===== config.mk =====
export PLATFORM = sky130hd
export DESIGN_NAME = pwm_multi_channel
export DESIGN_NICKNAME = d
export VERILOG_FILES = /design/src/rtl/pwm_multi_channel.sv
export SDC_FILE = /design/constraint.sdc
export NUM_CORES = 1
export LEC_CHECK = 0
export CAP_MARGIN = 0
export CORE_ASPECT_RATIO = 1.2
export CORE_MARGIN = 1
export CORE_UTILIZATION = 59
export CTS_CLUSTER_DIAMETER = 120
export DETAILED_ROUTE_END_ITERATION = 10
export PLACE_DENSITY_LB_ADDON = 0.05
export SYNTH_ARGS = -nofsm -noshare
export SYNTH_HDL_FRONTEND = slang
export SYNTH_SLANG_ARGS = --single-unit

===== constraint.sdc =====
create_clock -name clk -period 5.7 [get_ports clk]
set_clock_uncertainty 0.1 [all_clocks]
set_input_delay 0.855 -clock clk [delete_from_list [all_inputs] [get_ports clk]]
set_output_delay 0.855 -clock clk [all_outputs]
set_load 0.02 [all_outputs]

===== src/rtl/pwm_multi_channel.sv =====
// Multi-channel PWM generator with double-buffered duty updates that commit only at the period
// boundary, and optional per-channel phase stagger to spread LED current across the period.
module pwm_multi_channel #(
   parameter int PWM_INTERVAL  = 1200,
   parameter int NUM_CH        = 3,
   parameter bit PHASE_STAGGER = 1'b1,
   localparam int W            = $clog2(PWM_INTERVAL) + 1
) (
   input  logic              clk,
   input  logic              rst,
   input  logic              en,
   input  logic [NUM_CH*W-1:0] duty_in,
   input  logic              duty_load,
   output logic              duty_ack,
   output logic              period_start,
   output logic [NUM_CH-1:0] pwm_out
);

   localparam int OFS = PHASE_STAGGER ? PWM_INTERVAL / NUM_CH : 0;
   localparam logic [W-1:0] LAST = W'(PWM_INTERVAL - 1);
   localparam logic [W:0] PERIOD = (W + 1)'(PWM_INTERVAL);

   // Handshake: duty_load is a one-cycle strobe that is always accepted (no ready);
   // duty_ack pulses once on the boundary edge that moves the newest load into active.
   logic [W-1:0]          cnt_q, cnt_d;
   logic [NUM_CH*W-1:0]   active_q, active_d;
   logic [NUM_CH*W-1:0]   pending_q, pending_d;
   logic                  pend_valid_q, pend_valid_d;
   logic [NUM_CH-1:0]     pwm_q, pwm_d;
   logic                  ack_q, ack_d;
   logic                  ps_q, ps_d;
   logic                  boundary;
   logic [W:0]            phase;

   always_comb begin
      boundary     = en && (cnt_q == LAST);
      cnt_d        = cnt_q;
      active_d     = active_q;
      pending_d    = duty_load ? duty_in : pending_q;
      pend_valid_d = duty_load | pend_valid_q;
      ack_d        = 1'b0;
      ps_d         = boundary;

      if (boundary) begin
         cnt_d = '0;
         // A load on the boundary edge bypasses the pending buffer.
         if (duty_load) begin
            active_d     = duty_in;
            ack_d        = 1'b1;
            pend_valid_d = 1'b0;
         end else if (pend_valid_q) begin
            active_d     = pending_q;
            ack_d        = 1'b1;
            pend_valid_d = 1'b0;
         end
      end else if (en) begin
         cnt_d = cnt_q + 1'b1;
      end
   end

   always_comb begin
      phase = '0;
      pwm_d = '0;
      for (int i = 0; i < NUM_CH; i++) begin
         // Offset is below one period, so a single conditional subtract wraps it.
         phase = {1'b0, cnt_q} + (W + 1)'(i * OFS);
         if (phase >= PERIOD) begin
            phase = phase - PERIOD;
         end
         pwm_d[i] = en & (phase < {1'b0, active_q[i*W +: W]});
      end
   end

   always_ff @(posedge clk) begin
      if (rst) begin
         cnt_q        <= '0;
         active_q     <= '0;
         pending_q    <= '0;
         pend_valid_q <= 1'b0;
         pwm_q        <= '0;
         ack_q        <= 1'b0;
         ps_q         <= 1'b0;
      end else begin
         cnt_q        <= cnt_d;
         active_q     <= active_d;
         pending_q    <= pending_d;
         pend_valid_q <= pend_valid_d;
         pwm_q        <= pwm_d;
         ack_q        <= ack_d;
         ps_q         <= ps_d;
      end
   end

   assign pwm_out      = pwm_q;
   assign duty_ack     = ack_q;
   assign period_start = ps_q;

endmodule


## Word level (Yosys, flattened, before mapping)

Cells that the tools add are included.

- Register bits after elaboration: 90
- Input port bits: 40
- Output and inout bits: 5

- Magnitude comparators: 6
- Mux-type cells: 10
- Add/subtract/negate cells: 6
- Eq/ne operators: 1
- Reduce and logical (&&, ||, !) cells: 5
- Bitwise logic cells: 5

Operator list:

| kind | number |
|---|---|
| $mux W36 | 2 |
| $lt A13 B12 Y1 | 3 |
| $mux W13 | 3 |
| $ge A13 B11 Y1 const B | 2 |
| $sub A13 B11 Y13 const B | 2 |
| $add A12 B10 Y13 const B | 1 |
| $add A12 B9 Y13 const B | 1 |
| $sub A12 B11 Y13 const B | 1 |
| $add A12 B1 Y12 const B | 1 |
| $eq A12 B11 Y1 const B | 1 |
| $ge A12 B11 Y1 const B | 1 |
| $mux W1 | 5 |
| $reduce_or A2 Y1 | 2 |
| $and A1 B1 Y1 | 3 |
| $reduce_and A2 Y1 | 1 |
| $reduce_bool A2 Y1 | 1 |
| $logic_and A1 B1 Y1 | 1 |
| $not A1 Y1 | 1 |
| $or A1 B1 Y1 | 1 |

## Depth between registers and ports, before layout

- Depth after elaboration: 5
- Depth in mapped cells: 17
- Gate-level depth less buffers: 16

## Least setup slack after synthesis

No wires, ideal clock.

- Path type: reg2reg
- Start: register cnt_q[6]
- End: register pwm_q[2], in the netlist pwm_out[2]
- Setup slack: 2.324 ns
- Library setup time: 0.091 ns
- Cell stages (with the launch flop): 18
- Arrival time: 3.186 ns
- Data required time: 5.509 ns
- Buffers on the path: 2
- Cells stage by stage: dfxtp_1 > buf_4 > inv_1 > ha_1 > or4_1 > a21oi_1 > o21ai_0 > and2_0 > buf_2 > nor2_1 > xor2_1 > ha_1 > a21o_1 > a21oi_1 > nor2b_1 > o21ai_0 > nand2b_1 > a311oi_1

- Cells in the longest elaborated chain, start to end: 5
- Elaborated cells between the ends (all ways): 6

RTL lines:

| what | RTL line | source |
|---|---|---|
| start: declaration | 25 | `logic [W-1:0] cnt_q, cnt_d;` |
| start signal: assignment | 84 | `cnt_q <= cnt_d;` |
| $add A12 B10 Y13 (*) | 66 | `phase = {1'b0, cnt_q} + (W + 1)'(i * OFS);` |
| $sub A13 B11 Y13 / $ge A13 B11 Y1 (equally long branches) | 68, 67 |  |
| $mux W13 (*) | 67 | `if (phase >= PERIOD) begin` |
| $lt A13 B12 Y1 (*) | 70 | `pwm_d[i] = en & (phase < {1'b0, active_q[i*W +: W]});` |
| $and A1 B1 Y1 (*) | 70 |  |
| end signal: assignment | 88 | `pwm_q <= pwm_d;` |
| end: declaration | 29 | `logic [NUM_CH-1:0] pwm_q, pwm_d;` |

Every way passes the cells marked *; elsewhere a longest branch is shown, timed or not.
A chain may end at the register's enable or synchronous reset.

## Worst setup path in the final report

- Start: register cnt_q[4]
- End: register pwm_q[1], in the netlist pwm_out[1]

- Cells in the longest elaborated chain, start to end: 5
- Elaborated cells between the ends (all ways): 6

RTL lines:

| what | RTL line |
|---|---|
| $add A12 B9 Y13 (*) | 66 |
| $sub A13 B11 Y13 / $ge A13 B11 Y1 (equally long branches) | 68, 67 |
| $mux W13 (*) | 67 |
| $lt A13 B12 Y1 (*) | 70 |
| $and A1 B1 Y1 (*) | 70 |

Marked as above.

==> run metrics <==
Hold Buf Count CTS 0; layout cells sized above 1 4.878%; # rows 36; Antenna diodes 0; WL per Instance 14.11 um; Cell Area, Synth 5079 um2; Seq cells post-synth 90; First-pass DRT Iterations 4; Post-Route Setup TNS 0 ns; slew margin rel. between 20% and 30%; initial core utilization 61.61%; area of the die about 9000 um2; Tot GR Track Use 24.66%; Worst Path Arrival between 4 and 5 ns; clk sinks 90; Initial DRC Count 189; Overall Power 1.142 mW; initial antenna violation count 0; R2R Setup Slk 1.65 ns; max frequency 247.1 MHz; GRT overflow 0; sequential fraction of the synthesis area 35.48%; GPL Wtd Cong 0.8512; Max Slew Vio Count 0; # IOs 45; WL final 10290 um; outcome finished clean; cts repair resizes 0; final setup fails 0; Yosys warning count 0; Remaining DRCs 0; CTS tree done; first-pass GRT wire length 17700 um; drt via density 5.486; via count between 3000 and 4000; Post-CTS Setup Inserts 0; commonest register cell after synthesis dfxtp_1; Area Overhead vs Synth 11.70%; RSZ-0062 raised after global routing no; Critical Path RT 5.85 ns; Core ar. roughly 8200 um2; die width approximately 87 um; Hold Crit Class reg2reg; Distinct cells, synth 58; part of the cycle the worst path needs 70.99%; synthesized instance count 586; Max-cap violations 0; root buf cell clkbuf_8; post-detail-place hpwl between 7000 and 8000 um; WS Path Type reg2reg; Buffers on Ports 44; pin count of the biggest net entering global routing 78; vias in the first global route around 3800; asr flop ratio synth 0%; Crit. End Element register; Reg clk slew, reported paths approximately 0.090 ns; average cell area after synthesis 8.667 um2; Slew @ Worst Pin 1.151 ns; static leakage between 2 and 2.5 nW; Final Critical Period 4.047 ns; H-tree depth 3; antenna viol nets, final 0; worst skew pair latency 0.36 ns; post-synthesis net count 669; power per cell area 201.2 nW/um2; Total Nets Final roughly 700; die span in y a little over 100 um; largest fanout on the critical path 16; Final Hold Vio Count 0; Max VDD drop 257.8 uV; Clock Path Buffers 2; Final Util 68.82%; Post-synth EDFFs 0; total CTS buffers 9; crit path launch type register
[power by group]
part | internal, mW | total, mW | switching, mW
logic | 0.0492 | 0.0937 | 0.0445
registers | 0.645 | 0.653 | 0.00766
clock network | 0.160 | 0.395 | 0.234
[routing by layer]
| metal | vias up | global-route usage, % | routed length [um] |
|---|---|---|---|
| li1 | 2085 | - | - |
| met1 | 1838 | 33.03 | 5025 |
| met2 | 61 | 39.74 | 4754 |
| met3 | 15 | 4.143 | 335 |
| met4 | 0 | 8.571 | 172 |
| met5 | - | 0 | 0 |
[path summary, 6_finish.rpt]
path	depth (start not counted)	from	to
worst max-delay path	13	cnt_q[4]$_SDFFE_PP0P_	pwm_out[1]$_SDFF_PP0_
worst min-delay path	2	pending_q[9]$_SDFFE_PP0P_	pending_q[9]$_SDFFE_PP0P_
worst max register to register	13	cnt_q[4]$_SDFFE_PP0P_	pwm_out[1]$_SDFF_PP0_
worst min register to register	2	pending_q[9]$_SDFFE_PP0P_	pending_q[9]$_SDFFE_PP0P_
[logic make-up (layout without fill, tap and decap cells)]
group | Yosys count | in the layout | synth area share [%]
AO/OA/AOI/OAI | 119 | 119 | 16.28
XOR/XNOR | 36 | 36 | 6.356
adder cells (fa/ha/maj) | 43 | 43 | 10.59
buffers and inverters | 78 | 107 | 6.725
flip-flops | 90 | 90 | 35.48
multiplexers | 41 | 41 | 8.376
AND/OR/NAND/NOR | 179 | 179 | 16.19
[sequential cells by signal, indices dropped and copies added (netlist names)]
signal	count
pwm_out	3
active_q	36
pending_q	36
period_start	1
pend_valid_q	1
cnt_q	12
duty_ack	1
[cells in the mapped netlist, drive strengths merged (2+ instances only)]
cell / n / area share (%)
mux2: 2 / 0.44
xnor2: 24 / 4.3
o31ai: 3 / 0.44
inv: 43 / 3.2
ha: 43 / 11
nand4: 8 / 0.99
and3: 6 / 0.84
mux2i: 39 / 7.9
dfxtp: 90 / 35
and2: 4 / 0.49
o211ai: 3 / 0.54
nand2: 16 / 1.2
nand3: 12 / 1.2
a211oi: 40 / 6.0
a21oi: 25 / 2.5
o21ai: 17 / 1.7
nor3: 10 / 0.99
o221ai: 2 / 0.34
a21boi: 2 / 0.30
o21a: 3 / 0.44
a21o: 7 / 1.0
nand2b: 5 / 0.62
xor2: 12 / 2.1
nand3b: 2 / 0.30
a211o: 5 / 1.0
nor2: 103 / 7.7
clkbuf: 14 / 1.0
nor2b: 4 / 0.49
and4: 2 / 0.34
a31oi: 4 / 0.49
or3: 2 / 0.25
buf: 20 / 2.4
[cell usage in the layout, fill, tap and decap left out, types with 7 or more instances in the layout]
master / synthesis / routed
clkbuf_8: 0 / 9
nand4_1: 8 / 8
xnor2_1: 23 / 23
ha_1: 43 / 43
a21oi_1: 25 / 25
nand2_1: 16 / 16
a211oi_1: 39 / 39
nor2_1: 102 / 102
nand3_1: 12 / 12
clkdlybuf4s50_1: 0 / 42
xor2_1: 12 / 12
nor3_1: 10 / 10
a21o_1: 7 / 7
inv_1: 43 / 43
o21ai_0: 17 / 17
mux2i_1: 38 / 38
dfxtp_1: 90 / 90
[metrics by stage]
stage	hold slack [ns]	cells	cell area, um2	worst slack [ns]
after global routing	0.4253	729	5673	1.309
after global placement	0.3747	713	5503	1.796
after detailed placement	0.3779	713	5503	1.716
final	0.4002	729	5673	1.653
after floorplan	0.3409	586	5079	2.324
after CTS	0.3997	729	5673	1.672
[critical path, stage by stage (launching register included)]
cell and delay (ns):
dfxtp_1 0.72, ha_1 0.47, xnor2_1 0.19, a211o_1 0.36, and4_1 0.21, o211ai_2 0.43
and3_1 0.26, a211oi_2 0.05, xor2_1 0.17, ha_1 0.33, nand3_1 0.10, nor3_1 0.22
o221ai_1 0.16, and3_1 0.18
[cell type report]
| cell class | instances | area [um2] |
|---|---|---|
| multi-input cells | 418 | 2940 |
| fillers | 706 | 2570 |
| flip-flops and latches | 90 | 1802 |
| repair buffers | 47 | 452.9 |
| inverters | 44 | 165.2 |
| well taps | 114 | 142.6 |
| clock buffers | 11 | 131.4 |
| clock inverters | 5 | 38.79 |
Power figures use the tool's default switching activity.
